===== config.mk =====
export PLATFORM = sky130hd
export DESIGN_NAME = pipe_stage_skid
export DESIGN_NICKNAME = d
export VERILOG_FILES = /design/src/rtl/pipe_stage_skid.sv
export SDC_FILE = /design/constraint.sdc
export NUM_CORES = 1
export LEC_CHECK = 0
export ABC_AREA = 1
export CAP_MARGIN = 10
export CORE_AREA = 4 4 97 99
export CTS_CLUSTER_DIAMETER = 200
export CTS_CLUSTER_SIZE = 10
export DETAILED_ROUTE_END_ITERATION = 8
export DIE_AREA = 0 0 101 103
export PLACE_DENSITY = 0.78
export SLEW_MARGIN = 25
export SYNTH_ARGS = -nofsm -noshare
export SYNTH_HDL_FRONTEND = slang
export SYNTH_SLANG_ARGS = --single-unit

===== constraint.sdc =====
create_clock -name Clk -period 5 [get_ports Clk]
set_input_delay 0.75 -clock Clk [delete_from_list [all_inputs] [get_ports Clk]]
set_output_delay 0.75 -clock Clk [all_outputs]
set_load 0.005 [all_outputs]

===== src/rtl/pipe_stage_skid.sv =====
// rtl/pipe_stage_skid.sv - generic pipeline stage register with two-entry skid buffer, flush, NOP injection and stall counter
module pipe_stage_skid #(
  parameter int              WIDTH     = 32,
  parameter logic [WIDTH-1:0] NOP_VALUE = {WIDTH{1'b0}},
  parameter int              CNT_W     = 16
) (
  input  logic             Clk,
  input  logic             Clr,
  input  logic             in_valid,
  output logic             in_ready,
  input  logic [WIDTH-1:0] in_data,
  input  logic             nop_inject,
  input  logic             flush,
  output logic             out_valid,
  input  logic             out_ready,
  output logic [WIDTH-1:0] out_data,
  output logic [1:0]       occupancy,
  output logic [CNT_W-1:0] stall_cnt
);

  // Encoding doubles as the occupancy count.
  typedef enum logic [1:0] {
    EMPTY = 2'd0,
    ONE   = 2'd1,
    FULL  = 2'd2
  } state_t;

  localparam logic [CNT_W-1:0] STALL_MAX = {CNT_W{1'b1}};

  state_t           state_q, state_d;
  logic [WIDTH-1:0] main_q, main_d;
  logic [WIDTH-1:0] skid_q, skid_d;
  logic [CNT_W-1:0] stall_q, stall_d;

  logic             accept;
  logic             pop;
  logic [WIDTH-1:0] entry;

  // Outputs decode only from flops, so nothing upstream or downstream
  // reaches them combinationally.
  assign in_ready  = (state_q != FULL);
  assign out_valid = (state_q != EMPTY);
  assign out_data  = main_q;
  assign occupancy = state_q;
  assign stall_cnt = stall_q;

  assign accept = in_valid & in_ready;
  assign pop    = out_valid & out_ready;
  assign entry  = nop_inject ? NOP_VALUE : in_data;

  // Next-state, storage load and stall counter update.
  always_comb begin
    state_d = state_q;
    main_d  = main_q;
    skid_d  = skid_q;
    stall_d = stall_q;

    // Counter runs independently of flush and saturates instead of wrapping.
    if (out_valid && !out_ready && (stall_q != STALL_MAX)) begin
      stall_d = stall_q + CNT_W'(1);
    end

    if (flush) begin
      // Everything held is killed; out_data keeps its last value.
      state_d = EMPTY;
    end else begin
      unique case (state_q)
        EMPTY: begin
          if (accept) begin
            main_d  = entry;
            state_d = ONE;
          end
        end
        ONE: begin
          if (accept && pop) begin
            main_d = entry;
          end else if (accept) begin
            skid_d  = entry;
            state_d = FULL;
          end else if (pop) begin
            state_d = EMPTY;
          end
        end
        FULL: begin
          // in_ready is low here, so only a pop can happen; skid drains first.
          if (pop) begin
            main_d  = skid_q;
            state_d = ONE;
          end
        end
        default: begin
          state_d = EMPTY;
        end
      endcase
    end
  end

  // State and storage registers with asynchronous reset.
  always_ff @(posedge Clk or posedge Clr) begin
    if (Clr) begin
      state_q <= EMPTY;
      main_q  <= NOP_VALUE;
      skid_q  <= NOP_VALUE;
      stall_q <= '0;
    end else begin
      state_q <= state_d;
      main_q  <= main_d;
      skid_q  <= skid_d;
      stall_q <= stall_d;
    end
  end

endmodule


; ---- Yosys cells after proc, flatten, opt, wreduce, memory -nomap -nowiden
; Index checks and enable logic that the tools add are counted.
[word_totals]
latch_bits = 0
ff_bits = 82
n_memories = 0
in_bits = 38
output_inout_bits = 52
mem_bits_ro = 0
ram_bits = 0
[classes]
magnitude_cmp = 0
shift = 0
n_div = 0
n_bitwise = 4
n_mux = 12
n_mul = 0
reduce_logical = 10
n_eq_ne = 11
add_sub_neg = 1
[ops]
columns = op, count
row1 = 32-bit two-way mux, 4
row2 = 32-bit one-hot mux with 3 select lines, 1
row3 = "16-bit by 1-bit adder with 16-bit output, second input constant", 1
row4 = "16-bit != test, second input constant", 1
row5 = 2-bit two-way mux, 6
row6 = "3-bit != test, second input constant", 3
row7 = "2-bit != test, second input constant", 4
row8 = 4-bit AND reduction, 2
row9 = 2-bit one-hot mux with 3 select lines, 1
row10 = 5-bit AND reduction, 1
row11 = "4-bit != test, second input constant", 1
row12 = 1-bit logical AND, 3
row13 = 3-bit nonzero test, 1
row14 = 1-bit AND, 2
row15 = "2-bit by 1-bit == test with 1-bit output, second input constant", 1
row16 = "2-bit == test, second input constant", 1
row17 = 2-bit zero test, 1
row18 = 1-bit NOT, 2
row19 = 2-bit nonzero test, 1
row20 = 1-bit zero test, 1

; ---- Logic depth before layout (Yosys ltp)
[logic_depth]
depth_word = 7
depth_mapped = 9

; ---- Worst setup path before layout
; Ideal clock, no wire load.
[synth_timing]
path_kind = register to output
startpoint = register state_q[0] (netlist: occupancy[0])
endpoint = output port in_ready
path_stages_with_launch = 5
arrival_ns = 0.973
slack_ns = 3.277
t_required_ns = 4.250
cell_sequence = dfrtp_1 > inv_2 > nand2_1 > buf_2 > clkbuf_1
[synth_via]
elab_chain_len = 1
[synth_rtl]
columns = element, line
row1 = start: declaration, 30  ; state_t state_q, state_d;
row2 = start signal: assignment, 106  ; state_q <= state_d;
row3 = 2-bit != test, 41  ; assign in_ready = (state_q != FULL);
row4 = end: declaration, 10  ; output logic in_ready,
; No other way between the ends.

; ---- Final worst setup path
; Ends and elaborated chain as after synthesis.

==> flow_summary.ini <==
[clock_tree]
clkSlewWorstSetupHoldPaths_ns = 0.08
numClockSinks = 82
cts_setup_buffers = 0
tritoncts = built
root_buffer = clkbuf_8
cts_hold_buf = 0
htreeDepth = 3
post_cts_resized = 0
clk_latency_ns = 0.35
numCtsBuffers = 9
cts.path.max_buffers = 2

[power]
p_per_area_nw_per_um2 = 373
switching_share_pct = 29.2
p_clk_share_pct = 26.6
p_int_w = 0.00141
p_sw_w = 0.000583
total_power_w = 0.00200
combPwrFrac_pct = 26.1
p_leak_nw = 2.50
vdd_ir_drop_max_v = 0.000166
p_seq_share_pct = 47.3

[worst_hold_path]
hold_class = reg2reg
hold_path_end = out_data[1]
hold_start = out_data[1]
holdPathStages = 2

[sta]
setup_ws_ns = 2.21
finClkSkew_ns = 0.0131
rsz0062_at_grt = false
max_slew.worst_pin.slew_ns = 0.703
setup_violations = 0
period_minus_slack_ns = 2.79
worst_hold_slack_ns = 0.533
max_freq_mhz = 358
slew_headroom_pct = 53.2
finalSetupTns_ns = 0
period_share_pct = 55.8
slew_violations = 0
finalHoldViolations = 0

[logic_synthesis]
yosysTopAreaCellShare_pct = 49.2
yosysSeqAreaShare_pct = 49.2
yosys_warnings = 0
yosys_register_bits = 82
synth_cell_types = 20
syn-instance-count = 572
syn_area_um2 = 4170
netlist_top_cells_area = dfrtp_1 (49%), nand2_1 (15%), o21ai_0 (12%)
syn_avg_cell_area_um2 = 7.28
synth_top_cell_by_area = dfrtp_1
syn-num-nets = 611

[grt]
grt_remaining_overflow = 0
grt_max_degree = 67
grt_pass1_wl_um = 15600
first_global_vias = 3550
antenna_found_initial = 0
grt_usage_pct = 18.6

[floorplan]
dieHeight_um = 103
start_util_pct = 48.7
row_count = 34
fp.dieW_um = 101
coreArea_um2 = 8550
ios = 90
dieArea_um2 = 10400

[finish]
syn_to_final_growth_pct = 28.4
final_cells = 766
layout-drive-gt1-share_pct = 4.41
mostFrequentLayoutCells = nand2_1 (164), inv_1 (113), o21ai_0 (104)
final_common_cell = nand2_1
diodes = 0
nets = 692

[routing]
drt_iter0_markers = 111
vias_per_cell = 4.90
drc_errors = 0
drt_wl_total_um = 9200
ant_nets = 0
vias = 3750
wire_per_inst_um = 12.0
dr.pass1.iters = 4

[placed_design]
port_buffers = 89
gp_congestion = 0.852
dp_cells = 749
dp_hpwl_um = 6450
place_ws_ns = 1.87

[critical_path]
critPathRequiredTime_ns = 4.25
reg2regPathDepth = 8
crit_path_max_fanout = 66
timing.rr.start = occupancy[0]
cp-end-kind = output port
critPathKind = reg2out
r2r-end = out_data[16]
crit_path_start_kind = flip-flop
critPathArrivalTime_ns = 2.04
r2r_slack_ns = 2.66

[outcome]
status = complete, no violations

[job]
drv_cap = 0
==> sequential cells by signal (all words and copies together) (netlist names) <==
signal     cells
out_data      32
skid_q        32
stall_cnt     16
occupancy      2
==> layout make-up <==
class | instances | area (um^2)
Fill cell | 774 | 3200
Sequential cell | 82 | 2050
Multi-Input combinational cell | 350 | 1570
Timing Repair Buffer | 94 | 940
Inverter | 116 | 437
Clock buffer | 12 | 145
Tap cell | 108 | 135
Clock inverter | 4 | 75.1
==> power by group through the flow <==
stage	Clock, W	Combinational (W)	Sequential [W]
after floorplan	0	0.000262	0.000944
after global placement	0	0.000504	0.000953
after detailed placement	0	0.000524	0.000956
after CTS	0.000537	0.000530	0.000945
after global routing	0.000563	0.000598	0.000969
final	0.000531	0.000521	0.000944
==> how the worst max path moves through the flow <==
stage                       startpoint            to  cells after the start
after floorplan                    Clr  occupancy[0]                      1
after global placement        in_valid  out_data[22]                      6
after detailed placement      in_valid  out_data[11]                      6
after CTS                 occupancy[0]      in_ready                      4
after global routing      occupancy[0]      in_ready                      4
final                     occupancy[0]      in_ready                      4
==> critical path: stages, from the launching register on <==
cell and delay (ns):
dfrtp_1 0.46, inv_2 0.08, nand2_2 0.06, buf_4 0.46, clkdlybuf4s50_1 0.61
==> through the flow <==
step / utilization (%) / cell area (um^2)
after CTS: 62.4 / 5340
after global placement: 59.7 / 5100
final: 62.6 / 5350
after detailed placement: 59.8 / 5120
after floorplan: - / 4170
after global routing: 62.6 / 5350
==> Yosys cell counts <==
library cell	instances
buf_2	7
buf_4	5
clkbuf_1	9
clkbuf_2	3
dfrtp_1	82
ha_1	1
inv_1	114
inv_2	2
nand2_1	165
nand3_1	6
nand3_2	1
nand3b_1	2
nand4_1	9
nor2_1	50
nor2_2	2
nor3b_4	1
o21ai_0	104
o21ai_1	1
o21ai_2	1
xnor2_1	7
==> cells by family after synthesis <==
group | Yosys count | synth area share, %
adders and majority gates | 1 | 0.300
and+or+nand+nor | 236 | 22.8
xor gates and xnor gates | 7 | 1.47
DFF | 82 | 49.2
AOI/OAI and AO/OA | 106 | 12.8
buffers and inverters | 140 | 13.4
==> metal layers <==
metal | wire (um) | track usage (%) | vias up
li1 | - | - | 1887
met1 | 4070 | 23.6 | 1762
met2 | 4490 | 31.5 | 87
met3 | 492 | 3.72 | 14
met4 | 150 | 6.75 | 0
met5 | 0 | 0 | -
Power figures use the tool's default switching activity.
